**src/rtl/caravel_core_cfg.sv**
```systemverilog
// caravel_core_cfg: per-pad configuration store and pad-control decode for the
// user-project IO ring. Each pad owns one 13-bit word:
//   [0] mgmt_ena  [1] outenb  [2] holdover  [3] inp_dis  [4] ib_mode_sel
//   [5] analog_en [6] analog_sel [7] analog_pol [8] slow_sel [9] vtrip_sel
//   [12:10] dm
// Optional build macro GPIO_SHADOW_EN: writes land in a shadow array that is
// copied to the active array as a whole on cfg_load.
module caravel_core_cfg #(
  parameter int                   NUM_IO        = 38,
  parameter logic [31:0]          MASK_REV      = 32'h0000_0000,
  parameter logic [13*NUM_IO-1:0] GPIO_DEFAULTS = {NUM_IO{13'h0403}}
) (
  input  logic                   clock_core,
  input  logic                   reset,
  input  logic                   cfg_we,
  input  logic [5:0]             cfg_addr,
  input  logic [12:0]            cfg_wdata,
  output logic [12:0]            cfg_rdata,
  input  logic                   cfg_load,
  input  logic [NUM_IO-1:0]      mgmt_io_out,
  input  logic [NUM_IO-1:0]      user_io_out,
  input  logic [NUM_IO-1:0]      user_io_oeb,
  output logic [NUM_IO-1:0]      user_io_in,
  input  logic [NUM_IO-1:0]      mprj_io_in,
  output logic [NUM_IO-1:0]      mprj_io_out,
  output logic [NUM_IO-1:0]      mprj_io_oeb,
  output logic [NUM_IO-1:0]      mprj_io_holdover,
  output logic [NUM_IO-1:0]      mprj_io_inp_dis,
  output logic [NUM_IO-1:0]      mprj_io_ib_mode_sel,
  output logic [NUM_IO-1:0]      mprj_io_analog_en,
  output logic [NUM_IO-1:0]      mprj_io_analog_sel,
  output logic [NUM_IO-1:0]      mprj_io_analog_pol,
  output logic [NUM_IO-1:0]      mprj_io_slow_sel,
  output logic [NUM_IO-1:0]      mprj_io_vtrip_sel,
  output logic [3*NUM_IO-1:0]    mprj_io_dm,
  output logic [NUM_IO-1:0]      mprj_io_one,
  output logic [13*NUM_IO-1:0]   gpio_defaults_out,
  output logic [31:0]            mask_rev
);

  logic [12:0] active [NUM_IO];
  logic        addr_ok;

  // Out-of-range pad indices neither write nor read anything.
  assign addr_ok = (cfg_addr < 6'(NUM_IO));

`ifdef GPIO_SHADOW_EN
  logic [12:0] shadow [NUM_IO];

  // Shadow array: reset to defaults, then takes every in-range write.
  always_ff @(posedge clock_core) begin
    if (reset) begin
      for (int i = 0; i < NUM_IO; i++) shadow[i] <= GPIO_DEFAULTS[13*i +: 13];
    end else if (cfg_we && addr_ok) begin
      shadow[cfg_addr] <= cfg_wdata;
    end
  end

  // Active array: bulk copy of the shadow on load; a same-cycle write is not
  // part of the copy because the old shadow value is sampled on this edge.
  always_ff @(posedge clock_core) begin
    if (reset) begin
      for (int i = 0; i < NUM_IO; i++) active[i] <= GPIO_DEFAULTS[13*i +: 13];
    end else if (cfg_load) begin
      for (int i = 0; i < NUM_IO; i++) active[i] <= shadow[i];
    end
  end
`else
  logic unused_cfg_load;
  assign unused_cfg_load = cfg_load;

  // Active array: reset to defaults, otherwise written directly.
  always_ff @(posedge clock_core) begin
    if (reset) begin
      for (int i = 0; i < NUM_IO; i++) active[i] <= GPIO_DEFAULTS[13*i +: 13];
    end else if (cfg_we && addr_ok) begin
      active[cfg_addr] <= cfg_wdata;
    end
  end
`endif

  // Readback always reflects the word currently driving the pad.
  always_comb begin
    cfg_rdata = 13'h0000;
    if (addr_ok) cfg_rdata = active[cfg_addr];
  end

  for (genvar i = 0; i < NUM_IO; i++) begin : g_pad
    assign mprj_io_out[i]         = active[i][0] ? mgmt_io_out[i] : user_io_out[i];
    assign mprj_io_oeb[i]         = active[i][0] ? active[i][1]   : user_io_oeb[i];
    assign mprj_io_holdover[i]    = active[i][2];
    assign mprj_io_inp_dis[i]     = active[i][3];
    assign mprj_io_ib_mode_sel[i] = active[i][4];
    assign mprj_io_analog_en[i]   = active[i][5];
    assign mprj_io_analog_sel[i]  = active[i][6];
    assign mprj_io_analog_pol[i]  = active[i][7];
    assign mprj_io_slow_sel[i]    = active[i][8];
    assign mprj_io_vtrip_sel[i]   = active[i][9];
    assign mprj_io_dm[3*i +: 3]   = active[i][12:10];
  end

  assign user_io_in        = mprj_io_in;
  assign mprj_io_one       = '1;
  assign gpio_defaults_out = GPIO_DEFAULTS;
  assign mask_rev          = MASK_REV;

endmodule

```
**config.mk**
```make
export PLATFORM = sky130hd
export DESIGN_NAME = caravel_core_cfg
export DESIGN_NICKNAME = d
export VERILOG_FILES = /design/src/rtl/caravel_core_cfg.sv
export SDC_FILE = /design/constraint.sdc
export NUM_CORES = 1
export LEC_CHECK = 0
export CORE_AREA = 2 2 499 501
export CTS_BUF_LIST = sky130_fd_sc_hd__clkbuf_16
export DETAILED_ROUTE_END_ITERATION = 8
export DIE_AREA = 0 0 501 503
export PLACE_DENSITY = 0.39
export SLEW_MARGIN = 20
export SYNTH_ARGS = -nofsm -noshare
export SYNTH_HDL_FRONTEND = slang
export SYNTH_SLANG_ARGS = --single-unit
```
**constraint.sdc**
```tcl
create_clock -name clock_core -period 2.3 [get_ports clock_core]
set_clock_uncertainty 0.1 [all_clocks]
set_input_delay 0.345 -clock clock_core [delete_from_list [all_inputs] [get_ports clock_core]]
set_output_delay 0.345 -clock clock_core [all_outputs]
set_load 0.005 [all_outputs]
```
# After elaboration in Yosys (flattened, before gate mapping)
# Memory sizes are Yosys's and may differ from the RTL's.
# Index checks and enable logic that the tools add are counted.
# totals
ff_bits,0
ram_bits,494
input_bits,175
out_inout_bits,1109
elab_cells,89
memories,1
# mem_list
name,depth,width,read_ports,rd_ports_with_merged_regs,write_ports,line_no,rtl
active,38,13,39,0,38,41,logic [12:0] active [NUM_IO];
# op_classes
n_lt_le_gt_ge,1
muxes,85
reduce_logical,2
# ops
cell,count
$mux W1,82
$mux W13,2
$reduce_or A13 Y1,1
$lt A6 B6 Y1 const B,1
$mux W6,1
$logic_and A1 B1 Y1,1

# Depth between registers and ports, before layout
# Gate-level depths: netlist of run 1.
# logic_depth
ltp_word,7
mapped_depth,11
depth_no_buf,6

# Worst setup path after synthesis of run 1
# OpenSTA, ideal clock, no wires.
# synth_timing
path_kind,in2out
start,input port cfg_addr[1]
end,output port cfg_rdata[5]
arrival_ps,1915
required_time_ps,1855
setup_slack_ps,-60
cell_stages,8
n_path_buf,3
path_cell_list,buf_4 buf_6 buf_6 mux4_1 inv_1 o22ai_1 a2111oi_0 a41oi_1
# synth_via
elab_chain_cells,2
word_cells_on_any_way,3
classes_between,order compare: 1; mux: 1; memory: 1
# synth_rtl
element,line_no,rtl
"start, declared",16,"input logic [5:0] cfg_addr,"
$mem_v2 Z38 W13 / $lt A6 B6 Y1 (equally long branches),n/a,
$mux W13 *,85,if (addr_ok) cfg_rdata = active[cfg_addr];
"end, declared",18,"output logic [12:0] cfg_rdata,"
# Every way passes the cells marked *; elsewhere a longest branch is shown, timed or not.

==> flow_summary.json, run 1 <==
{
  "hold_start": "cfg_wdata[10]",
  "ys_top_cells_by_count": "1,035 x buf_4, 832 x edfxtp_1, 383 x and2_1",
  "synth_top_area_cell": "edfxtp_1",
  "p_leak_nw": 25.7,
  "timing.setup.tns_ns": -11.54,
  "grt_max_degree": 65,
  "gr-total-overflow": 0,
  "antenna_found_initial": 22,
  "p_seq_share_pct": 45.1,
  "clkPwrFrac_pct": 37.8,
  "clock-root-buffer": "clkbuf_16",
  "synth_simple_gate_area_share_pct": 9.58,
  "fin_util_pct": 25.9,
  "routabilityCongestion": 0.872,
  "wl_per_cell_um": 26.1,
  "layout.nets": 5263,
  "hold_end": "active[45][10]",
  "groute.usage.overall_pct": 16.7,
  "yosysSeqAreaShare_pct": 56.2,
  "reg_top3": "active: 832 flops",
  "hpwl_um": 174000,
  "top_register": "active",
  "vias": 32000,
  "net-switching-power_mw": 10.9,
  "fin_hold_ws_ns": 0.0698,
  "drcViolationCount": 0,
  "cts_tree": "done",
  "setup.worst_path.end_class": "output port",
  "min_path_cells": 2,
  "final_max_slew_viol_count": 0,
  "avgViaCountPerCell": 3.81,
  "core-area_um2": 247000,
  "use_met2_pct": 29.0,
  "pwr-share-comb_pct": 17.1,
  "crit_path_max_fanout": 2,
  "use_met3_pct": 4.35,
  "finalHoldViolCount": 0,
  "arrival_ns": 2.98,
  "start_util_pct": 18.0,
  "tightest_slew_ns": 0.779,
  "ioPinCount": 1284,
  "synth_cell_types": 59,
  "io_buffer_count": 642,
  "status": "complete, but fails checks",
  "ctsLongestPathBuffers": 3,
  "crit_type": "flop to output port",
  "drt-initial-drc-count": 2509,
  "hp-class": "primary input to flop",
  "start_kind": "flop",
  "synthCells": 3544,
  "finalWorstSetupSlack_ns": -1.13,
  "synth-compound-area-share_pct": 8.52,
  "placedCellCount": 8019,
  "top_usage_layer": "met2",
  "cts_buffers": 95,
  "dp_worst_setup_slack_ns": -1.85,
  "yosys.area.top_type_share_pct": 56.2,
  "async_flop_share_pct": 0,
  "p_int_mw": 29.4,
  "grt_pass1_vias": 31300,
  "grt_pass1_wl_um": 284000,
  "placed_cell_area_um2": 58200,
  "die_h_um": 503,
  "htreeDepth": 3,
  "violations": "setup timing",
  "crit_chain": "mux4_2, mux2i_4, buf_6, nor2_4, a2111oi_4, a41oi_4, buf_2",
  "dr.pass1.iters": 5,
  "postLayoutCellArea_um2": 63900,
  "area_delta_synth_final_pct": 43.7,
  "clk_pin_slew_ns": 0.06,
  "synth_edf_count": 832,
  "rsz0062_at_grt": "true",
  "synth-seq-cells": 832,
  "setup_viol": 15,
  "met1_usage_pct": 19.2,
  "pwr_density_cell_nw_per_um2": 632,
  "slew_headroom_pct": 48.1,
  "drt-total-wl_um": 219000,
  "irDropWorstVdd_v": 0.000571,
  "die_x_um": 501,
  "ant_nets": 0,
  "power_mw": 40.4,
  "post-route-period-util_pct": 149,
  "max_stage_delay_ns": 0.54,
  "fin_crit_ns": 3.43,
  "max_freq_mhz": 292,
  "critPathRequiredTime_ns": 1.86,
  "synth_warnings": 0,
  "drive_above_1_share_pct": 34.0,
  "final_cells": 8400,
  "largest_reg_flops": 832,
  "synth_area_leaders": "edfxtp_1 56%, buf_4 17%, and2_1 5.4%",
  "clkSinkCount": 832,
  "synth-xor-area-share_pct": 0,
  "post-synth-top-count-cell": "buf_4",
  "yosys_most_used_dff": "edfxtp_1",
  "rows": 183,
  "synth_area_um2": 44500,
  "synth_area_per_cell_um2": 12.5,
  "synth_top_family_by_area": "buffers and inverters",
  "fp.dieArea_um2": 252000,
  "synth_mux_area_share_pct": 5.92,
  "p_sw_share_pct": 27.1,
  "maxCapViolCount": 0,
  "synthAdderAreaFrac_pct": 0,
  "cp_slowest_cell": "mux4_2"
}
## power by group through the flow
stage	logic [mW]	registers, mW	clock network [mW]
6_report	6.92	18.2	15.2
5_1_grt	7.29	18.3	16.1
4_1_cts	6.91	18.2	15.6
3_5_place_dp	6.40	18.6	0
3_3_place_gp	6.42	18.6	0
2_1_floorplan	3.13	18.3	0
## kinds of logic after synthesis
kind of cell           after synthesis
AND/OR/NAND/NOR                    718
buffers and inverters             1278
other                                2
flip-flops                         832
multiplexers                       203
AO/OA/AOI/OAI                      511
## worst max-delay path, delay by kind of cell (launching register included)
kind	cells	cell delay (ns)
AOI/OAI and AO/OA	2	0.64
buffers and inverters	2	0.35
DFF	1	0.46
muxes	2	0.75
and+or+nand+nor	1	0.04
## worst max path at each step
| stage | startpoint | cells past startpoint | end | slack, ns |
|---|---|---|---|---|
| 2_1_floorplan | cfg_addr[1] | 8 | cfg_rdata[9] | -0.03 |
| 3_3_place_gp | cfg_addr[5] | 12 | cfg_rdata[6] | -1.84 |
| 3_5_place_dp | cfg_addr[5] | 12 | cfg_rdata[6] | -1.85 |
| 4_1_cts | active[26][3] | 7 | cfg_rdata[3] | -1.20 |
| 5_1_grt | active[29][1] | 7 | cfg_rdata[1] | -1.20 |
| 6_report | active[31][1] | 7 | cfg_rdata[1] | -1.13 |
## cells in the final DEF (no fill, tap or decap), types with 10 or more instances in the layout
| master | synthesis | final |
|---|---|---|
| clkinv_2 | 0 | 13 |
| a221o_1 | 10 | 10 |
| o22ai_1 | 34 | 29 |
| dlygate4sd2_1 | 0 | 144 |
| and2_1 | 383 | 380 |
| nor3_1 | 21 | 15 |
| mux2i_1 | 67 | 60 |
| a22o_1 | 28 | 27 |
| a22oi_1 | 154 | 129 |
| or2b_1 | 27 | 27 |
| a22oi_2 | 0 | 25 |
| a221oi_2 | 0 | 14 |
| or2_2 | 42 | 42 |
| clkinv_1 | 1 | 15 |
| buf_6 | 7 | 121 |
| o21ai_0 | 50 | 38 |
| inv_1 | 10 | 34 |
| clkdlybuf4s50_1 | 0 | 337 |
| buf_4 | 1035 | 992 |
| buf_12 | 0 | 125 |
| conb_1 | 2 | 902 |
| nor2_1 | 63 | 56 |
| buf_2 | 49 | 68 |
| or3_1 | 74 | 73 |
| mux4_2 | 25 | 31 |
| a211oi_1 | 28 | 25 |
| o221ai_1 | 21 | 19 |
| mux2_4 | 0 | 32 |
| a221oi_1 | 85 | 67 |
| mux2_2 | 101 | 69 |
| edfxtp_1 | 832 | 832 |
| clkdlybuf4s15_1 | 0 | 15 |
| clkbuf_16 | 0 | 95 |
| a21oi_1 | 49 | 41 |
| nand2b_1 | 25 | 25 |
| nand2_1 | 49 | 43 |
## cell type report
cell class	count	area, um2
Clock inverter	73	673
Tap cell	3237	4050
Timing Repair Buffer	1814	16600
Antenna cell	4	10.0
Sequential cell	832	25000
Inverter	11	42.5
Clock buffer	95	2380
Fill cell	26200	183000
Multi-Input combinational cell	2334	15200
## metal layers
| metal | up-vias | part of all wire, % |
|---|---|---|
| met1 | 16200 | 38 |
| met4 | 10 | 4.7 |
| met2 | 1513 | 50 |
| li1 | 14000 | - |
| met5 | - | 0.18 |
| met3 | 258 | 7.7 |
## timing repair
item | in CTS | in global routing
setup endpoints to repair | 1148 | 50
cloned | 1 | 0
pin swaps | 54 | 24
hold buffers | 5 | 0
buffers inserted | 245 | 19
endpoints found under the hold margin | 16 | 0
resized for setup | 846 | 67
(Power assumes the default switching activity.)
==> inputs of run 2 (changes only) <==
--- a/config.mk
+++ b/config.mk
@@ -10,4 +10,5 @@
 export DETAILED_ROUTE_END_ITERATION = 8
 export DIE_AREA = 0 0 501 503
+export GPL_ROUTABILITY_DRIVEN = 0
 export PLACE_DENSITY = 0.39
 export SLEW_MARGIN = 20
==> constraint.sdc (replaced) <==
create_clock -name clock_core -period 2.3 [get_ports clock_core]
set_clock_uncertainty 0.1 [all_clocks]
set_input_delay 0.69 -clock clock_core [delete_from_list [all_inputs] [get_ports clock_core]]
set_output_delay 0.69 -clock clock_core [all_outputs]
set_load 0.005 [all_outputs]
==> run 2 against run 1 <==
Effect of this change: the flow still finishes with violations (setup timing); sequential power hardly changed; sequential cell count stayed put; combinational power is 5.5% higher; utilization is 0.65 points higher; total power is 1.2% higher.
==> flow_summary.json, run 2 (synthesis results as in run 1) <==
{
  "ant_nets": 0,
  "drt-total-wl_um": 233000,
  "start_util_pct": 18.0,
  "crit_type": "flop to output port",
  "finalWorstSetupSlack_ns": -1.57,
  "drcViolationCount": 0,
  "cp_slowest_cell": "mux4_2",
  "reg_top3": "active: 832 flops",
  "cts_buffers": 95,
  "pwr_density_cell_nw_per_um2": 624,
  "fin_util_pct": 26.5,
  "drt-initial-drc-count": 2901,
  "top_layer": "met5",
  "timing.setup.tns_ns": -439.46,
  "max_stage_delay_ns": 0.54,
  "grt_pass1_vias": 31300,
  "final_common_cell": "conb_1",
  "status": "complete, but fails checks",
  "dr.pass1.iters": 7,
  "fin_hold_ws_ns": 0.276,
  "arrival_ns": 3.08,
  "setup.worst_path.end_class": "output port",
  "clkSinkCount": 832,
  "hold_start": "cfg_wdata[3]",
  "drive_above_1_share_pct": 35.0,
  "area_delta_synth_final_pct": 47.3,
  "hpwl_um": 185000,
  "drt-met1-wl_um": 87900,
  "p_leak_nw": 25.9,
  "die_x_um": 501,
  "antenna_found_initial": 30,
  "avgViaCountPerCell": 3.87,
  "die_h_um": 503,
  "htreeDepth": 3,
  "top_register": "active",
  "fin_crit_ns": 3.87,
  "gr-total-overflow": 0,
  "wl_met3_um": 18600,
  "hold_end": "active[38][3]",
  "hp-class": "primary input to flop",
  "nFillCells": 25800,
  "clk_pin_slew_ns": 0.06,
  "maxCapViolCount": 0,
  "final_max_slew_viol_count": 0,
  "grt_pass1_wl_um": 297000,
  "groute.usage.overall_pct": 17.6,
  "post-route-period-util_pct": 168,
  "finalHoldViolCount": 0,
  "crit_chain": "mux4_2, mux2i_4, nor2_4, a2111oi_4, a41oi_2, buf_6, buf_12",
  "ctsLongestPathBuffers": 3,
  "rsz0062_at_grt": "true",
  "wl_per_cell_um": 27.8,
  "setup_viol": 1487,
  "wl_met2_um": 117000,
  "largest_reg_flops": 832,
  "critPathRequiredTime_ns": 1.51,
  "grt_max_degree": 65,
  "ioPinCount": 1284,
  "multi_input_area_um2": 15800,
  "slew_headroom_pct": 27.1,
  "io_buffer_count": 642,
  "cts_tree": "done",
  "start_kind": "flop",
  "layout.nets": 5239,
  "violations": "setup timing",
  "core-area_um2": 247000,
  "max_freq_mhz": 258,
  "tightest_slew_ns": 1.09,
  "rows": 183,
  "seq_area_um2": 25000,
  "layout_common_cells": "902 x conb_1, 854 x buf_4, 832 x edfxtp_1",
  "crit_path_max_fanout": 2,
  "min_path_cells": 1,
  "fp.dieArea_um2": 252000,
  "irDropWorstVdd_v": 0.000556,
  "vias": 32500,
  "clock-root-buffer": "clkbuf_16"
}
## run 2: layout make-up
class                   instances  area share, %
flip-flops and latches        832           38.2
repair buffers               1790           26.8
multi-input cells            2334           24.2
well taps                    3237           6.18
clock buffers                  95           3.63
clock inverters                80           1.00
inverters                      11         0.0688
diodes                          4         0.0153
## run 2: timing repair
item	CTS	global route
setup buffers	103	65
endpoints found under the hold margin	0	0
resized for setup	550	368
hold buffers	0	0
pin swaps	69	72
endpoints found under the setup margin	1493	1492
cloned	9	6
## run 2: worst max-delay path: cells and delay by family, from the launching register on
kind | cells | cell delay [ns]
AOI/OAI and AO/OA | 2 | 0.74
buffers and inverters | 2 | 0.31
DFF | 1 | 0.39
muxes | 2 | 0.81
and+or+nand+nor | 1 | 0.09
## run 2: worst max-delay path by stage
stage	startpoint	endpoint	slack (ns)	cells past startpoint
final	active[30][5]	cfg_rdata[5]	-1.57	7
after global routing	active[30][5]	cfg_rdata[5]	-1.57	7
after CTS	active[30][5]	cfg_rdata[5]	-1.68	7
after detailed placement	cfg_addr[5]	cfg_rdata[4]	-2.88	10
after global placement	cfg_addr[5]	cfg_rdata[4]	-2.83	10
after floorplan	cfg_addr[1]	cfg_rdata[5]	-0.66	8
## run 2: where the power goes
| group | leakage, nW | switching (mW) | internal, mW |
|---|---|---|---|
| registers | 8.07 | 0.643 | 17.7 |
| clock network | 1.59 | 6.79 | 8.45 |
| logic | 16.2 | 3.73 | 3.56 |
| total | 25.9 | 11.2 | 29.7 |
## run 2: through the flow
stage | setup WS [ns] | cells | area, um2 | power [mW]
4_1_cts | -1.68 | 8335 | 64200 | 41.0
5_1_grt | -1.57 | 8379 | 65500 | 42.1
3_5_place_dp | -2.88 | 8059 | 58400 | 25.1
2_1_floorplan | -0.656 | 4444 | 48100 | 21.4
6_report | -1.57 | 8383 | 65500 | 40.9
3_3_place_gp | -2.83 | 8059 | 58400 | 25.1
## run 2: per-layer routing
layer | global-route usage [%] | up-vias
met2 | 30.9 | 1579
met3 | 4.70 | 271
met5 | 0.723 | -
li1 | - | 14000
met4 | 6.78 | 14
met1 | 20.2 | 16600
